### config.mk
export PLATFORM = sky130hd
export DESIGN_NAME = rom_arb_ctrl
export DESIGN_NICKNAME = d
export VERILOG_FILES = /design/src/rtl/rom_arb_pkg.sv /design/src/rtl/rom_arb_ctrl_rr_arb2.sv /design/src/rtl/rom_arb_ctrl.sv
export SDC_FILE = /design/constraint.sdc
export NUM_CORES = 1
export LEC_CHECK = 0
export CORE_MARGIN = 3
export CORE_UTILIZATION = 52
export CTS_BUF_LIST = sky130_fd_sc_hd__clkbuf_8
export CTS_CLUSTER_DIAMETER = 80
export DETAILED_ROUTE_END_ITERATION = 10
export PLACE_DENSITY = 0.91
export SYNTH_ARGS = -nofsm -noshare
export SYNTH_HDL_FRONTEND = slang
export SYNTH_SLANG_ARGS = --single-unit
### constraint.sdc
create_clock -name clk -period 5.2 [get_ports clk]
set_input_delay 0.78 -clock clk [delete_from_list [all_inputs] [get_ports clk]]
set_output_delay 0.78 -clock clk [all_outputs]
set_load 0.05 [all_outputs]
### src/rtl/rom_arb_pkg.sv
// Shared definitions for the ROM burst arbiter: state encoding,
// default geometry and requester IDs.
package rom_arb_pkg;

    localparam int AW_DEF    = 32;
    localparam int DW_DEF    = 32;
    localparam int DEPTH_DEF = 256;
    localparam int LW_DEF    = 3;

    typedef enum logic {
        IDLE  = 1'b0,
        BURST = 1'b1
    } state_t;

    localparam logic REQ_FETCH = 1'b0;
    localparam logic REQ_LOAD  = 1'b1;

endpackage

### src/rtl/rom_arb_ctrl_rr_arb2.sv
// Two-way round-robin pick: a lone request always wins, a tie goes to
// the requester that was not granted last.
module rr_arb2
    import rom_arb_pkg::*;
(
    input  logic [1:0] req,
    input  logic       last,
    output logic [1:0] grant,
    output logic       id
);

    always_comb begin
        grant = 2'b00;
        id    = REQ_FETCH;
        case (req)
            2'b01: begin
                grant = 2'b01;
                id    = REQ_FETCH;
            end
            2'b10: begin
                grant = 2'b10;
                id    = REQ_LOAD;
            end
            2'b11: begin
                if (last == REQ_FETCH) begin
                    grant = 2'b10;
                    id    = REQ_LOAD;
                end else begin
                    grant = 2'b01;
                    id    = REQ_FETCH;
                end
            end
            default: begin
                grant = 2'b00;
                id    = REQ_FETCH;
            end
        endcase
    end

endmodule

### src/rtl/rom_arb_ctrl.sv
// Round-robin burst sequencer sharing one combinational ROM between the
// fetch unit and the loader port; returns registered data per requester.
module rom_arb_ctrl
    import rom_arb_pkg::*;
#(
    parameter int AW    = AW_DEF,
    parameter int DW    = DW_DEF,
    parameter int DEPTH = DEPTH_DEF,
    parameter int LW    = LW_DEF
) (
    input  logic          clk,
    input  logic          rst_n,
    input  logic          req0,
    input  logic [AW-1:0] addr0,
    input  logic [LW-1:0] len0,
    output logic          gnt0,
    input  logic          req1,
    input  logic [AW-1:0] addr1,
    input  logic [LW-1:0] len1,
    output logic          gnt1,
    output logic [AW-1:0] rom_a,
    input  logic [DW-1:0] rom_rd,
    output logic [DW-1:0] rdata,
    output logic          rvalid0,
    output logic          rvalid1,
    output logic          rlast,
    output logic          rerr
);

    state_t        state_reg, state_next;
    logic [AW-1:0] cur_addr_reg;
    logic [AW-1:0] rom_a_hold_reg;
    logic [LW-1:0] beats_left_reg;
    logic          owner_reg;
    logic          last_reg;
    logic [DW-1:0] rdata_reg;
    logic          rvalid0_reg, rvalid1_reg, rlast_reg, rerr_reg;

    logic [1:0]    arb_grant;
    logic          arb_id;
    logic          grant_now;
    logic          in_range;

    rr_arb2 u_arb (
        .req   ({req1, req0}),
        .last  (last_reg),
        .grant (arb_grant),
        .id    (arb_id)
    );

    // Full-width compare so high address bits never alias into the ROM.
    assign in_range  = (cur_addr_reg < AW'(DEPTH));
    assign grant_now = (state_reg == IDLE) && (arb_grant != 2'b00) && rst_n;

    always_comb begin
        state_next = state_reg;
        gnt0       = 1'b0;
        gnt1       = 1'b0;
        case (state_reg)
            IDLE: begin
                if (grant_now) begin
                    gnt0       = arb_grant[0];
                    gnt1       = arb_grant[1];
                    state_next = BURST;
                end
            end
            BURST: begin
                if (beats_left_reg == '0) begin
                    state_next = IDLE;
                end
            end
            default: state_next = IDLE;
        endcase
    end

    always_ff @(posedge clk or negedge rst_n) begin
        if (!rst_n) begin
            state_reg      <= IDLE;
            cur_addr_reg   <= '0;
            rom_a_hold_reg <= '0;
            beats_left_reg <= '0;
            owner_reg      <= REQ_FETCH;
            last_reg       <= REQ_LOAD;
            rdata_reg      <= '0;
            rvalid0_reg    <= 1'b0;
            rvalid1_reg    <= 1'b0;
            rlast_reg      <= 1'b0;
            rerr_reg       <= 1'b0;
        end else begin
            state_reg   <= state_next;
            rvalid0_reg <= 1'b0;
            rvalid1_reg <= 1'b0;
            rlast_reg   <= 1'b0;
            rerr_reg    <= 1'b0;
            if (grant_now) begin
                cur_addr_reg   <= arb_id ? addr1 : addr0;
                beats_left_reg <= arb_id ? len1 : len0;
                owner_reg      <= arb_id;
                last_reg       <= arb_id;
            end
            if (state_reg == BURST) begin
                rdata_reg      <= in_range ? rom_rd : '0;
                rvalid0_reg    <= (owner_reg == REQ_FETCH);
                rvalid1_reg    <= (owner_reg == REQ_LOAD);
                rerr_reg       <= !in_range;
                rlast_reg      <= (beats_left_reg == '0);
                cur_addr_reg   <= cur_addr_reg + AW'(1);
                beats_left_reg <= beats_left_reg - LW'(1);
                rom_a_hold_reg <= cur_addr_reg;
            end
        end
    end

    // Outside a burst the ROM keeps seeing the last issued address.
    assign rom_a   = (state_reg == BURST) ? cur_addr_reg : rom_a_hold_reg;
    assign rdata   = rdata_reg;
    assign rvalid0 = rvalid0_reg;
    assign rvalid1 = rvalid1_reg;
    assign rlast   = rlast_reg;
    assign rerr    = rerr_reg;

endmodule
==> impl_metrics.csv, run 1 <==
group,metric,value,unit
status,outcome,"finished, final reports clean",
power,ir_drop,0.4471,mV
floorplan,ios,176,
global_route,grt_pass1_wl,22630,um
logic_synthesis,syn-num-nets,667,
clock_network,clock_latency,0.37,ns
logic_synthesis,synth_seq_cells,106,
placement,port_buffers,175,
floorplan,start_util,0.5487,
route,drt_iter0_drc,272,
logic_synthesis,post_synth_num_cell_types,44,
final_layout,mostFrequentLayoutCell,"clkdlybuf4s50_1",
route,ant_nets,0,
floorplan,die_h,109.0,um
clock_network,cts_resized,0,
critical_path,start_kind,"flip-flop",
route,drt-total-wl,14250,um
logic_synthesis,synth_area_leaders,"dfrtp_1 48%, mux2i_1 8.5%, mux2_2 6.1%",
global_route,antenna_found_initial,0,
logic_synthesis,syn-instance-count,558,
hold_path,hold_path_class,"in2async",
timing,rsz0062_at_grt,"no",
critical_path,cp.required,4.42,ns
job,cap_violations,0,
logic_synthesis,synth.top_cell.area_share,0.4767,
power,power_density,558.8,mW/mm^2
global_route,grt_pass1_vias,4574,
timing,fin_crit,3.832,ns
timing,fmax,260.9,MHz
logic_synthesis,synth_area,0.005512,mm^2
timing,finalSetupTns,0,ns
power,power.leakage,3.022,nW
logic_synthesis,synth_compound_area_frac,0.1024,
route,avgViaCountPerCell,5.511,
clock_network,clkTransAtPathRegs,0.11,ns
logic_synthesis,synth_top_family_by_area,"simple AND/OR/NAND/NOR gates",
global_route,overflow,0,
floorplan,rows,36,
clock_network,h-tree-depth,3,
placement,finalWeightedCongestion,0.8160,
final_layout,fin_cells,844,
timing,setup_violations,0,
clock_network,clock-sinks,106,
timing,finalCritPeriodShare,0.7370,
timing,tightest_slew,1.188,ns
clock_network,cts_tree,"yes",
global_route,track_usage,0.2422,
route,wl_per_cell,16.88,um
logic_synthesis,synth.mux.area_fraction,0.1467,
placement,dp.cells,828,
logic_synthesis,synthSimpleGateAreaFrac,0.1496,
logic_synthesis,synth-adder-area-share,0.006810,
final_layout,fin_nets,815,
timing,report.final.slew_viol_count,0,
clock_network,cts_hold_buf,0,
route,drc,0,
logic_synthesis,synth_top_cell_by_area,"dfrtp_1",
logic_synthesis,synth_xor_area_frac,0.04608,
final_layout,num_antenna_cells,0,
final_layout,syn2layout_area_growth,35.85,%
route,vias,4651,
logic_synthesis,yosysWarnings,0,
critical_path,worstSetupPathType,"reg2out",
critical_path,crit_slowest_cell,"dfrtp_4",
clock_network,cts_buffers,9,
final_layout,drive_above_1_share,0.08720,
route,drt_pre_antenna_iters,5,
floorplan,coreArea,0.01004,mm^2
logic_synthesis,ys_seq_area_frac,0.4815,
logic_synthesis,syn_avg_cell_area,9.877,um^2
critical_path,worstSetupEndpointType,"output port",
floorplan,fp.dieArea,0.01187,mm^2
critical_path,arrival,3.05,ns
final_layout,n_fill_cell,667,
critical_path,cp_cell_sequence,"buf_4, mux2_2, clkdlybuf4s50_1",
placement,hpwlAfterDp,10190,um
global_route,grt_max_degree,112,
logic_synthesis,synth_edf_count,0,
clock_network,cts_root_buf,"clkbuf_8",
timing,relSlewSlack,0.2051,
final_layout,final_cell_mix,"174 x clkdlybuf4s50_1, 104 x dfrtp_1, 49 x o21ai_0",
clock_network,postCtsSetupRepairBufs,0,
critical_path,worstPathMaxFanout,111,
timing,hold_viol,0,
timing,skew,0.01571,ns
floorplan,die_x,109.0,um
clock_network,clock_path_buffers,2,
logic_synthesis,async_flop_share,1.000,
critical_path,slowest_delay,1.17,ns
logic_synthesis,ys.flop_type,"dfrtp_1",
[path summary, 6_finish.rpt]
path                                            to  cells past startpoint       startpoint  slack [ns]
min in group clk                           rvalid0                      1        owner_reg        0.45
worst min register to register             rvalid0                      1        owner_reg        0.45
worst max-delay path                     rom_a[15]                      3        state_reg        1.37
worst min-delay path                      rdata[6]                      1            rst_n        0.42
worst max register to register    cur_addr_reg[20]                      6  cur_addr_reg[0]        2.76
max in group asynchronous       rom_a_hold_reg[31]                      2            rst_n        3.58
[cells in the mapped netlist (11+ instances only)]
cell type  number
nand4_1        15
o21ai_0        49
mux2i_1        47
dfrtp_1       105
clkbuf_1       25
nand3_1        43
xnor2_1        11
nor2_1         45
a211oi_1       16
nand2_1        24
inv_1          42
mux2_2         30
a21oi_1        25
xor2_1         18
[routing by layer]
| metal | share of wire | wire length, um | global-route usage |
|---|---|---|---|
| met2 | 0.51 | 7289 | 0.4206 |
| met5 | 0 | 0 | 0 |
| met4 | 0.017 | 241 | 0.08206 |
| met1 | 0.41 | 5882 | 0.3080 |
| met3 | 0.059 | 835 | 0.03848 |
[area by class of cell]
type	count	area [um^2]	share of cell area
inverters	42	157.7	0.02106
clock inverters	7	83.83	0.01120
repair buffers	179	1779	0.2376
well taps	133	166.4	0.02223
multi-input cells	368	2519	0.3364
clock buffers	9	123.9	0.01654
flip-flops and latches	106	2658	0.3549
[logic make-up after synthesis]
| family | Yosys count |
|---|---|
| compound gates | 100 |
| fa+ha+maj | 3 |
| flops | 106 |
| mux | 77 |
| xor+xnor | 29 |
| buf+inv | 84 |
| simple gates | 159 |
[worst max-delay path: cells and delay by family, from the launching register on]
family | cells | cell delay (ns)
buf+inv | 2 | 1.11
flops | 1 | 1.17
mux | 1 | 0.37
[through the flow]
| step | util | hold slack, ns | instance area [um^2] | worst slack [ns] | power (mW) |
|---|---|---|---|---|---|
| 5_1_grt | 0.7454 | 0.4711 | 7487 | 1.236 | 4.394 |
| 4_1_cts | 0.7449 | 0.4478 | 7482 | 1.368 | 4.191 |
| 3_5_place_dp | 0.7242 | 0.4398 | 7274 | 1.448 | 3.647 |
| 2_1_floorplan | - | 0.4176 | 5512 | 2.517 | 2.990 |
| 3_3_place_gp | 0.7242 | 0.4399 | 7274 | 1.535 | 3.576 |
| 6_report | 0.7454 | 0.4241 | 7487 | 1.368 | 4.184 |
[power breakdown]
group	switching, mW	internal (mW)
Clock	0.298	0.231
Combinational	1.25	0.853
Sequential	0.438	1.11
Power figures use the tool's default switching activity.
==> run 2: changes to the inputs <==
--- a/config.mk
+++ b/config.mk
@@ -6,11 +6,11 @@
 export NUM_CORES = 1
 export LEC_CHECK = 0
 export CORE_MARGIN = 3
-export CORE_UTILIZATION = 52
+export CORE_UTILIZATION = 48
 export CTS_BUF_LIST = sky130_fd_sc_hd__clkbuf_8
 export CTS_CLUSTER_DIAMETER = 80
 export DETAILED_ROUTE_END_ITERATION = 10
-export PLACE_DENSITY = 0.91
+export PLACE_DENSITY = 0.86
 export SYNTH_ARGS = -nofsm -noshare
 export SYNTH_HDL_FRONTEND = slang
 export SYNTH_SLANG_ARGS = --single-unit
==> constraint.sdc (replaced) <==
create_clock -name clk -period 3.87 [get_ports clk]
set_input_delay 0.5805 -clock clk [delete_from_list [all_inputs] [get_ports clk]]
set_output_delay 0.5805 -clock clk [all_outputs]
set_load 0.05 [all_outputs]
==> impl_metrics.csv, run 2 (synthesis results as in run 1) <==
group,metric,value,unit
clock_network,clock_latency,0.37,ns
floorplan,die_x,113.2,um
floorplan,start_util,0.4997,
clock_network,cts_hold_buf,0,
route,vias,4683,
clock_network,clkTransAtPathRegs,0.10,ns
timing,skew,0.01700,ns
timing,rsz0062_at_grt,"no",
placement,port_buffers,175,
clock_network,cts_buffers,9,
placement,finalWeightedCongestion,0.8448,
timing,tightest_slew,0.9811,ns
timing,setup_violations,0,
placement,hpwlAfterDp,10380,um
global_route,grt_pass1_wl,22940,um
critical_path,worstSetupEndpointType,"output port",
timing,report.final.slew_viol_count,0,
global_route,overflow,0,
floorplan,die_h,113.2,um
clock_network,cts_resized,0,
floorplan,ios,176,
critical_path,start_kind,"primary input",
placement,place_ws,0.5239,ns
power,switchingPower,2.640,mW
clock_network,clock_path_buffers,2,
power,power.leakage,3.044,nW
power,swShare,0.4746,
power,internal-power,2.922,mW
timing,setup_ws,0.5269,ns
clock_network,clock-sinks,106,
floorplan,rows,38,
timing,relSlewSlack,0.3434,
route,drt_pre_antenna_iters,4,
critical_path,worstReg2RegStart,"cur_addr_reg[0]",
critical_path,cp.required,3.29,ns
final_layout,fin_nets,819,
floorplan,fp.dieArea,0.01280,mm^2
timing,finalCritPeriodShare,0.8638,
clock_network,postCtsSetupRepairBufs,0,
route,ant_nets,0,
final_layout,mostFrequentLayoutCell,"clkdlybuf4s50_1",
critical_path,cp_cell_sequence,"clkdlybuf4s50_1, o21ai_0, or3b_2, inv_1, clkdlybuf4s50_1",
power,ir_drop,0.5176,mV
route,drt_iter0_drc,322,
critical_path,arrival,2.76,ns
global_route,grt_pass1_vias,4615,
power,clock_power_share,0.121,
clock_network,cts_tree,"yes",
global_route,track_usage,0.2202,
clock_network,cts_root_buf,"clkbuf_8",
route,avgViaCountPerCell,5.477,
power,pwr-share-comb,0.511,
route,wl_per_cell,16.69,um
route,drt-total-wl,14270,um
critical_path,r2r-end,"cur_addr_reg[20]",
critical_path,worstSetupPathType,"in2out",
critical_path,r2r_slack,1.40,ns
power,p_total,5.562,mW
global_route,antenna_found_initial,0,
timing,fin_crit,3.343,ns
power,power_density,741.2,mW/mm^2
timing,fmax,299.1,MHz
global_route,grt_max_degree,89,
status,outcome,"finished, final reports clean",
critical_path,slowest_delay,0.82,ns
floorplan,coreArea,0.01103,mm^2
final_layout,syn2layout_area_growth,36.16,%
critical_path,worstPathMaxFanout,4,
hold_path,hold_path_class,"in2async",
final_layout,fin_cells,855,
timing,hold_viol,0,
route,drc,0,
timing,finalSetupTns,0,ns
final_layout,drive_above_1_share,0.09371,
placement,dp.cells,839,
job,cap_violations,0,
power,power_frac_seq,0.368,
critical_path,crit_top_cell,"clkdlybuf4s50_1",
clock_network,h-tree-depth,3,
final_layout,final_cell_mix,"173 x clkdlybuf4s50_1, 104 x dfrtp_1, 49 x o21ai_0",
final_layout,num_antenna_cells,0,
critical_path,r2r_cells,6,
critical_path,crit_slowest_cell,"clkdlybuf4s50_1",
## run 2: layer usage
layer | up-vias | track usage | wire (um)
met4 | 0 | 0.06090 | 185
met2 | 183 | 0.3732 | 7216
li1 | 2235 | - | -
met5 | - | 0 | 0
met3 | 14 | 0.03209 | 785
met1 | 2251 | 0.2966 | 6085
## run 2: worst max path at each step
stage,start,endpoint,slack [ns]
detailed placement,req0,gnt0,0.52
CTS,req0,gnt0,0.52
finish,req0,gnt0,0.53
floorplan,state_reg,rom_a[30],1.39
global placement,req0,gnt0,0.60
global route,state_reg,rom_a[31],0.37
## run 2: final cells by class
cell class,instances,area [um^2]
Inverter,42,157.7
Sequential cell,106,2658
Fill cell,833,3526
Clock buffer,11,151.4
Clock inverter,5,42.54
Tap cell,140,175.2
Timing Repair Buffer,183,1807
Multi-Input combinational cell,368,2514
## run 2: critical path: cells and delay by family
family | cells | cell delay, ns
buffers and inverters | 3 | 1.54
AND/OR/NAND/NOR | 1 | 0.47
AO/OA/AOI/OAI | 1 | 0.16
## run 2: stage by stage
stage	hold slack, ns	cell area, um^2	util
2_1_floorplan	0.2849	5512	-
6_report	0.3688	7505	0.6804
3_3_place_gp	0.4456	7311	0.6628
3_5_place_dp	0.4411	7311	0.6628
4_1_cts	0.4011	7505	0.6804
5_1_grt	0.4370	7505	0.6804
## run 2: power groups by stage
stage / clock network [mW] / logic [mW] / registers, mW
5_1_grt: 0.732 / 3.02 / 2.12
3_3_place_gp: 0 / 2.79 / 2.03
2_1_floorplan: 0 / 2.23 / 1.79
3_5_place_dp: 0 / 2.85 / 2.06
4_1_cts: 0.687 / 2.86 / 2.04
6_report: 0.673 / 2.84 / 2.05
==> run 3: changes to the inputs <==
--- a/config.mk
+++ b/config.mk
@@ -10,6 +10,7 @@
 export CTS_BUF_LIST = sky130_fd_sc_hd__clkbuf_8
 export CTS_CLUSTER_DIAMETER = 80
 export DETAILED_ROUTE_END_ITERATION = 10
+export HOLD_SLACK_MARGIN = 0.15
 export PLACE_DENSITY = 0.86
 export SYNTH_ARGS = -nofsm -noshare
 export SYNTH_HDL_FRONTEND = slang
==> results of run 3 <==
No change in the layout: final DEF, timing and power equal those of run 2.
